===== config.mk =====
export PLATFORM = sky130hd
export DESIGN_NAME = mux_sel_arbiter
export DESIGN_NICKNAME = d
export VERILOG_FILES = /design/src/rtl/mux_sel_arbiter.sv
export SDC_FILE = /design/constraint.sdc
export NUM_CORES = 1
export LEC_CHECK = 0
export ABC_AREA = 1
export CORE_AREA = 3 3 52 54
export DETAILED_ROUTE_END_ITERATION = 6
export DIE_AREA = 0 0 55 57
export PLACE_DENSITY = 0.55
export RECOVER_POWER = 50
export SYNTH_ARGS = -nofsm -noshare
export SYNTH_HDL_FRONTEND = slang
export SYNTH_SLANG_ARGS = --single-unit

===== constraint.sdc =====
create_clock -name sysclk -period 2.3 [get_ports sysclk]
set_clock_uncertainty 0.05 [all_clocks]
set_input_delay 0.46 -clock sysclk [delete_from_list [all_inputs] [get_ports sysclk]]
set_output_delay 0.46 -clock sysclk [all_outputs]
set_load 0.01 [all_outputs]

===== src/rtl/mux_sel_arbiter.sv =====
// rtl/mux_sel_arbiter.sv - two-source arbiter driving a 2:1 select mux with registered data copy
// Last-served priority, bounded hold time and a one-cycle gap on every ownership change.
module mux_sel_arbiter #(
  parameter int DW          = 1,
  parameter int HOLD_CYCLES = 4
) (
  input  logic          sysclk,
  input  logic          sys_rst,
  input  logic          req_0,
  input  logic          req_1,
  input  logic [DW-1:0] data_0,
  input  logic [DW-1:0] data_1,
  output logic          grant_0,
  output logic          grant_1,
  output logic          mux_sel,
  output logic          mux_en,
  output logic [DW-1:0] out_data,
  output logic          out_valid
);

  typedef enum logic [1:0] {IDLE, OWN0, OWN1, GAP} state_t;

  localparam logic [3:0] HOLD_LAST = 4'(HOLD_CYCLES - 1);

  state_t        state_q, state_d;
  logic          last_q, last_d;
  logic [3:0]    hold_cnt_q, hold_cnt_d;
  logic          grant_0_q, grant_0_d;
  logic          grant_1_q, grant_1_d;
  logic          mux_sel_q, mux_sel_d;
  logic          mux_en_q, mux_en_d;
  logic [DW-1:0] out_data_q, out_data_d;
  state_t        arb_pick;

  // Ties go to the source that was not served most recently.
  always_comb begin
    arb_pick = IDLE;
    if (req_0 && req_1) arb_pick = last_q ? OWN0 : OWN1;
    else if (req_0)     arb_pick = OWN0;
    else if (req_1)     arb_pick = OWN1;
  end

  always_comb begin
    state_d    = state_q;
    last_d     = last_q;
    hold_cnt_d = 4'd0;
    case (state_q)
      IDLE, GAP: state_d = arb_pick;
      OWN0: begin
        if (!req_0 || (req_1 && hold_cnt_q == HOLD_LAST)) begin
          state_d = GAP;
          last_d  = 1'b0;
        end else if (req_1) begin
          hold_cnt_d = hold_cnt_q + 4'd1;
        end
      end
      OWN1: begin
        if (!req_1 || (req_0 && hold_cnt_q == HOLD_LAST)) begin
          state_d = GAP;
          last_d  = 1'b1;
        end else if (req_0) begin
          hold_cnt_d = hold_cnt_q + 4'd1;
        end
      end
      default: state_d = IDLE;
    endcase

    grant_0_d  = (state_d == OWN0);
    grant_1_d  = (state_d == OWN1);
    mux_en_d   = grant_0_d | grant_1_d;
    mux_sel_d  = mux_sel_q;
    out_data_d = out_data_q;
    if (grant_0_d) begin
      mux_sel_d  = 1'b0;
      out_data_d = data_0;
    end else if (grant_1_d) begin
      mux_sel_d  = 1'b1;
      out_data_d = data_1;
    end
  end

  always_ff @(posedge sysclk or posedge sys_rst) begin
    if (sys_rst) begin
      state_q    <= IDLE;
      last_q     <= 1'b1;
      hold_cnt_q <= 4'd0;
      grant_0_q  <= 1'b0;
      grant_1_q  <= 1'b0;
      mux_sel_q  <= 1'b0;
      mux_en_q   <= 1'b0;
      out_data_q <= '0;
    end else begin
      state_q    <= state_d;
      last_q     <= last_d;
      hold_cnt_q <= hold_cnt_d;
      grant_0_q  <= grant_0_d;
      grant_1_q  <= grant_1_d;
      mux_sel_q  <= mux_sel_d;
      mux_en_q   <= mux_en_d;
      out_data_q <= out_data_d;
    end
  end

  assign grant_0   = grant_0_q;
  assign grant_1   = grant_1_q;
  assign mux_sel   = mux_sel_q;
  assign mux_en    = mux_en_q;
  assign out_valid = mux_en_q;
  assign out_data  = out_data_q;

endmodule


Yosys cells after proc, flatten, opt, wreduce, memory -nomap -nowiden
Index checks and enable logic that the tools add are counted.
{ "classes": {"add_sub_neg": 1, "multipliers": 0, "div_mod_pow": 0, "magnitude_cmp": 0, "eq_ne": 8, "shift": 0, "muxes": 19, "bitwise_logic": 1, "reduce_logical": 12} }
{ "ops": {"columns": ["op", "count"], "rows": [
  ["2-to-1 mux 4 bit", 4],
  ["2-to-1 mux 2 bit", 6],
  ["one-hot mux 4 bit (2 select lines)", 1],
  ["equality test 2 bit (second input constant)", 3],
  ["2-to-1 mux 1 bit", 6],
  ["one-hot mux 2 bit (3 select lines)", 1],
  ["adder 4 x 1 -> 4 bit (second input constant)", 1],
  ["equality test 2 x 1 -> 1 bit (second input constant)", 2],
  ["equality test 4 x 2 -> 1 bit (second input constant)", 1],
  ["inequality test 2 bit (second input constant)", 2],
  ["nonzero test 2 bit", 2],
  ["logical AND 1 bit", 3],
  ["AND reduction 3 bit", 1],
  ["zero test 1 bit", 2],
  ["zero test 2 bit", 1],
  ["logical OR 1 bit", 2],
  ["one-hot mux 1 bit (2 select lines)", 1],
  ["OR reduction 2 bit", 1],
  ["bitwise OR 1 bit", 1]
]} }
{ "word_totals": {"register_bits": 12, "latchBits": 0, "ramBits": 0, "mem_bits_ro": 0, "in_bits": 6, "out_inout_bits": 6, "word_cells": 49, "memories": 0} }

Logic depth before layout (Yosys ltp)
Gate-level depths: netlist of run 1.
{ "depth": {"ltp_word": 8, "ltp_mapped": 11, "mapped_depth_nobuf": 11} }

Worst setup path before layout of run 1
Ideal clock, no wire load.
{ "synth_path": {"kind": "reg2reg", "startpoint": "register state_q[0]", "endpoint": "register out_data_q, in the netlist out_data", "setup_ns": 0.124, "arrival_time_ns": 1.591, "t_required_ns": 2.126, "path_slack_ns": 0.535, "stages_incl_launch_ff": 9, "n_path_buf": 0, "synth_period_minus_slack_ns": 1.765, "path_cell_list": "dfrtp_1 -> inv_1 -> ha_1 -> inv_1 -> a21oi_1 -> a21o_1 -> ha_1 -> a21oi_1 -> a21oi_1"} }
{ "synth_via": {"elab_chain_cells": 5, "word_cells_on_any_way": 12} }
{ "synth_lines": {"columns": ["element", "line", "rtl"], "rows": [
  ["start, declared", "25", "state_t state_q, state_d;"],
  ["start signal, assigned", "93", "state_q <= state_d;"],
  ["equality test 2 bit / zero test 2 bit (equally long branches)", "47", "case (state_q)"],
  ["OR reduction 2 bit", "47", null],
  ["one-hot mux 2 bit (3 select lines) (*)", "47", null],
  ["equality test 2 x 1 -> 1 bit / equality test 2 bit (equally long branches)", "68, 69", null],
  ["2-to-1 mux 1 bit / nonzero test 2 bit (equally long branches)", null, null],
  ["end signal, assigned", "100", "out_data_q <= out_data_d;"],
  ["end, declared", "32", "logic [DW-1:0] out_data_q, out_data_d;"]
]} }
Every way passes the cells marked *; elsewhere a longest branch is shown, timed or not.
A chain may end at the register's enable or synchronous reset.

Worst setup path after layout of run 1
{ "layout_path": {"startpoint": "input req_0", "endpoint": "register out_data_q, in the netlist out_data"} }
{ "layout_via": {"elab_chain_cells": 6, "word_cells_on_any_way": 14} }
{ "layout_lines": {"columns": ["element", "line", "rtl"], "rows": [
  ["start, declared", "9", "input logic req_0,"],
  ["logical AND 1 bit / zero test 1 bit (equally long branches)", "58, 50", null],
  ["logical OR 1 bit (on tied branches)", "58, 50", null],
  ["2-to-1 mux 2 bit (on tied branches)", "58, 50", null],
  ["one-hot mux 2 bit (3 select lines) (*)", "47", null],
  ["net state_d[0]", "25", null],
  ["equality test 2 x 1 -> 1 bit / equality test 2 bit (equally long branches)", "68, 69", null],
  ["2-to-1 mux 1 bit / nonzero test 2 bit (equally long branches)", null, null]
]} }
The timed path passes the listed nets; every way through them passes the cells marked *.

==> summary.txt, run 1 <==
STA
  – Worst setup margin: 0.325 ns
  – Max Freq: 0.506 GHz
  – Tmin final: slightly below 2 ns
  – Final-report hold violation count: 0
  – Relative slew slack: 0.697
  – Final setup fails: 0
  – RSZ-0062 raised after global routing: false
  – Slew @ Worst Pin: 0.454 ns
  – Fin Hold WS: around 0.42 ns
  – Final Cycle Share: 0.859
  – Pins Over Slew Limit: 0
  – Sum Neg Setup Slack: 0 ns

Floorplanning
  – Die Width: 55 um
  – FP Rows: 17
  – # IOs: 12
  – Die area: about 3100 sq um
  – Die H: 57 um
  – Core area: 2250 sq um
  – Initial Util: 0.294

Finish
  – Most frequent cells in the layout: nand2_1, dfrtp_1, nor2_1, clkdlybuf4s50_1
  – Ratio of cells with drive above 1 in the final layout: 0.135
  – Filler Cells Inserted: 248
  – Area Growth Syn to Fin: 27.7%
  – Commonest non-fill, non-tap cell in the layout: nand2_1
  – Diodes inserted: 0
  – Nets@finish: 103

Logic synthesis
  – Simple-gate share of the synthesized area: 0.228
  – Ys flop type: dfrtp_1
  – Yosys cell types: 21
  – Mean Syn Cell Area: roughly 9.0 sq um
  – Synth Instances: 74
  – Asr flop ratio synth: 1.00
  – Syn. warnings: 0
  – Syn_nets: 87
  – EDFF count, synth: 0
  – Adder-Cell Fraction of Synth Area: 0.132
  – Largest family of logic cells by synthesized area: simple AND/OR/NAND/NOR gates
  – Multiplexer share of the synthesized area: 0
  – #FFs+latches synth: 12
  – Complex-gate fraction of the synthesized area: 0.0943
  – Sequential area share after synthesis: 0.455
  – XOR/XNOR Fraction of Synth Area: 0.0264
  – Cell area after synthesis: 663 sq um

Pwr
  – Static leakage: 0.407 nW
  – Total power: 1.19 mW
  – PwrDens: 1410 nW/um^2
  – Maximum VDD drop: 846 uV

Clock tree
  – Postcts setup bufs: 0
  – Root buffer cell: clkbuf_4
  – Clock tree buffer depth: 2
  – # hold bufs at CTS: 0
  – CTS resizes: 0
  – TritonCTS clock tree: built
  – Sink Count: 12
  – Inserted Clock Buffers: 3
  – H-tree Lvls: 1
  – Clock Latency Late Sink: 0.27 ns
  – Clk pin slew, worst setup/hold paths: 0.07 ns

Critical path
  – Cell family with the largest share of critical-path delay: buffers and inverters
  – Worst Path Buf+Inv: 3
  – CP peak stage delay: around 0.69 ns
  – Critical path's slowest cell: dlygate4sd3_1
  – WS Path Type: in -> reg
  – CP cell instances: dlygate4sd3_1 -> inv_1 -> o211ai_1 -> nand2_2 -> inv_2 -> ha_1 -> a21oi_1 -> a21oi_1
  – Worst EP arrival: roughly 2.1 ns
  – Worst setup EP type: register
  – Critical Path Source Type: input port
  – CP Max Fanout: 7
  – WP data required: 2.41 ns
  – Most used cell, CP: a21oi_1

Placement
  – Pre-CTS setup slack: ~0.12 ns
  – HPWL Detailed: roughly 960 um
  – GPL Wtd Cong: 0.873
  – Port buffer count: 11

Global route
  – Global-route usage over all layers: 0.0921
  – Initial antenna violation count: 0
  – Number of global-route vias before repair: ~500
  – Grt ovf: 0
  – Largest net degree at the start of global routing: 13
  – First-pass GRT wire length: 2.07 mm

Route
  – Via density: 4.49
  – Via count: 525
  – DR iter-0 viols: 9
  – # DRC: 0
  – DR pass1 iterations: 4
  – Routed Antenna Nets: 0
  – Final WL: 1.23 mm
  – Routed len/inst: 10.5 um

Status
  – Status: finished, final reports clean

Min path
  – Type of the tightest min-delay check: reg -> reg

Job
  – Max-Cap Viols: 0
[cell families (layout without fill, tap and decap cells)]
| group | after synthesis | in the layout |
|---|---|---|
| and+or+nand+nor | 33 | 33 |
| DFF | 12 | 12 |
| AOI/OAI and AO/OA | 10 | 10 |
| buffers and inverters | 10 | 25 |
| adders and majority gates | 7 | 7 |
| xor gates and xnor gates | 2 | 2 |
[worst paths after layout]
path | startpoint | end | slack [ns] | depth (start not counted)
worst max-delay path | req_0 | out_data | 0.33 | 8
worst min-delay path | last_q | last_q | 0.42 | 2
worst max register to register | state_q[0] | out_data | 0.38 | 8
worst min register to register | last_q | last_q | 0.42 | 2
max in group asynchronous | sys_rst | last_q | 1.28 | 2
min in group asynchronous | sys_rst | out_data | 0.58 | 2
[metal layers]
metal / share of wire / GRT usage
met5: 0 / 0
met4: 0.022 / 0.0833
met3: 0.039 / 0.0183
met2: 0.49 / 0.137
met1: 0.45 / 0.107
[registers in the layout, indices dropped and copies added, names as in the netlist]
signal      count
hold_cnt_q      4
state_q         2
grant_0         1
grant_1         1
last_q          1
mux_en          1
mux_sel         1
out_data        1
[worst register-to-register path: stages (launching register included)]
cell and delay, ns:
dfrtp_1 0.38, inv_1 0.12, ha_1 0.30, inv_1 0.18
a21oi_1 0.08, a21o_1 0.17, ha_1 0.33, a21oi_1 0.12
a21oi_1 0.07
[Yosys cell counts, types with 2 or more instances]
cell	number	area, sq um
nand3_1	6	30.0
nand2_1	13	48.8
o21ai_0	2	10.0
nand3_2	2	20.0
o2111ai_1	2	17.5
inv_1	7	26.3
dfrtp_1	11	275
nor2_1	9	33.8
ha_1	7	87.6
a21oi_1	4	20.0
[final cells by class]
| type | instances | area [sq um] | share of cell area |
|---|---|---|---|
| clock buffers | 4 | 36.3 | 0.0428 |
| inverters | 8 | 30.0 | 0.0355 |
| multi-input cells | 52 | 319 | 0.377 |
| flip-flops and latches | 12 | 302 | 0.356 |
| well taps | 28 | 35.0 | 0.0414 |
| repair buffers | 13 | 125 | 0.148 |
[where the power goes]
part / switching [mW] / internal [mW]
logic: 0.397 / 0.297
clock network: 0.0659 / 0.0961
registers: 0.0351 / 0.300
total: 0.498 / 0.693
[per-stage QoR]
| stage | area [sq um] | instances | utilization |
|---|---|---|---|
| final | 847 | 117 | 0.376 |
| after global routing | 847 | 117 | 0.376 |
| after CTS | 847 | 117 | 0.376 |
| after detailed placement | 811 | 113 | 0.360 |
| after global placement | 811 | 113 | 0.360 |
| after floorplan | 663 | 74 | - |
Power figures use the tool's default switching activity.
==> run 2, diff against run 1 <==
--- a/config.mk
+++ b/config.mk
@@ -9,6 +9,7 @@
 export CORE_AREA = 3 3 52 54
 export DETAILED_ROUTE_END_ITERATION = 6
 export DIE_AREA = 0 0 55 57
+export GPL_TIMING_DRIVEN = 1
 export PLACE_DENSITY = 0.55
 export RECOVER_POWER = 50
 export SYNTH_ARGS = -nofsm -noshare
==> constraint.sdc (replaced) <==
create_clock -name sysclk -period 2.3 [get_ports sysclk]
set_clock_uncertainty 0.05 [all_clocks]
set_input_delay 0.46 -clock sysclk [delete_from_list [all_inputs] [get_ports sysclk]]
set_output_delay 0.46 -clock sysclk [all_outputs]
set_load 0.05 [all_outputs]
==> results of run 2 <==
Same layout as run 1 (identical final DEF). Status: finished, final reports clean.
Among the figures that moved: total power 1.19 mW -> 1.34 mW; worst IR drop on VDD 846 uV -> 970 uV
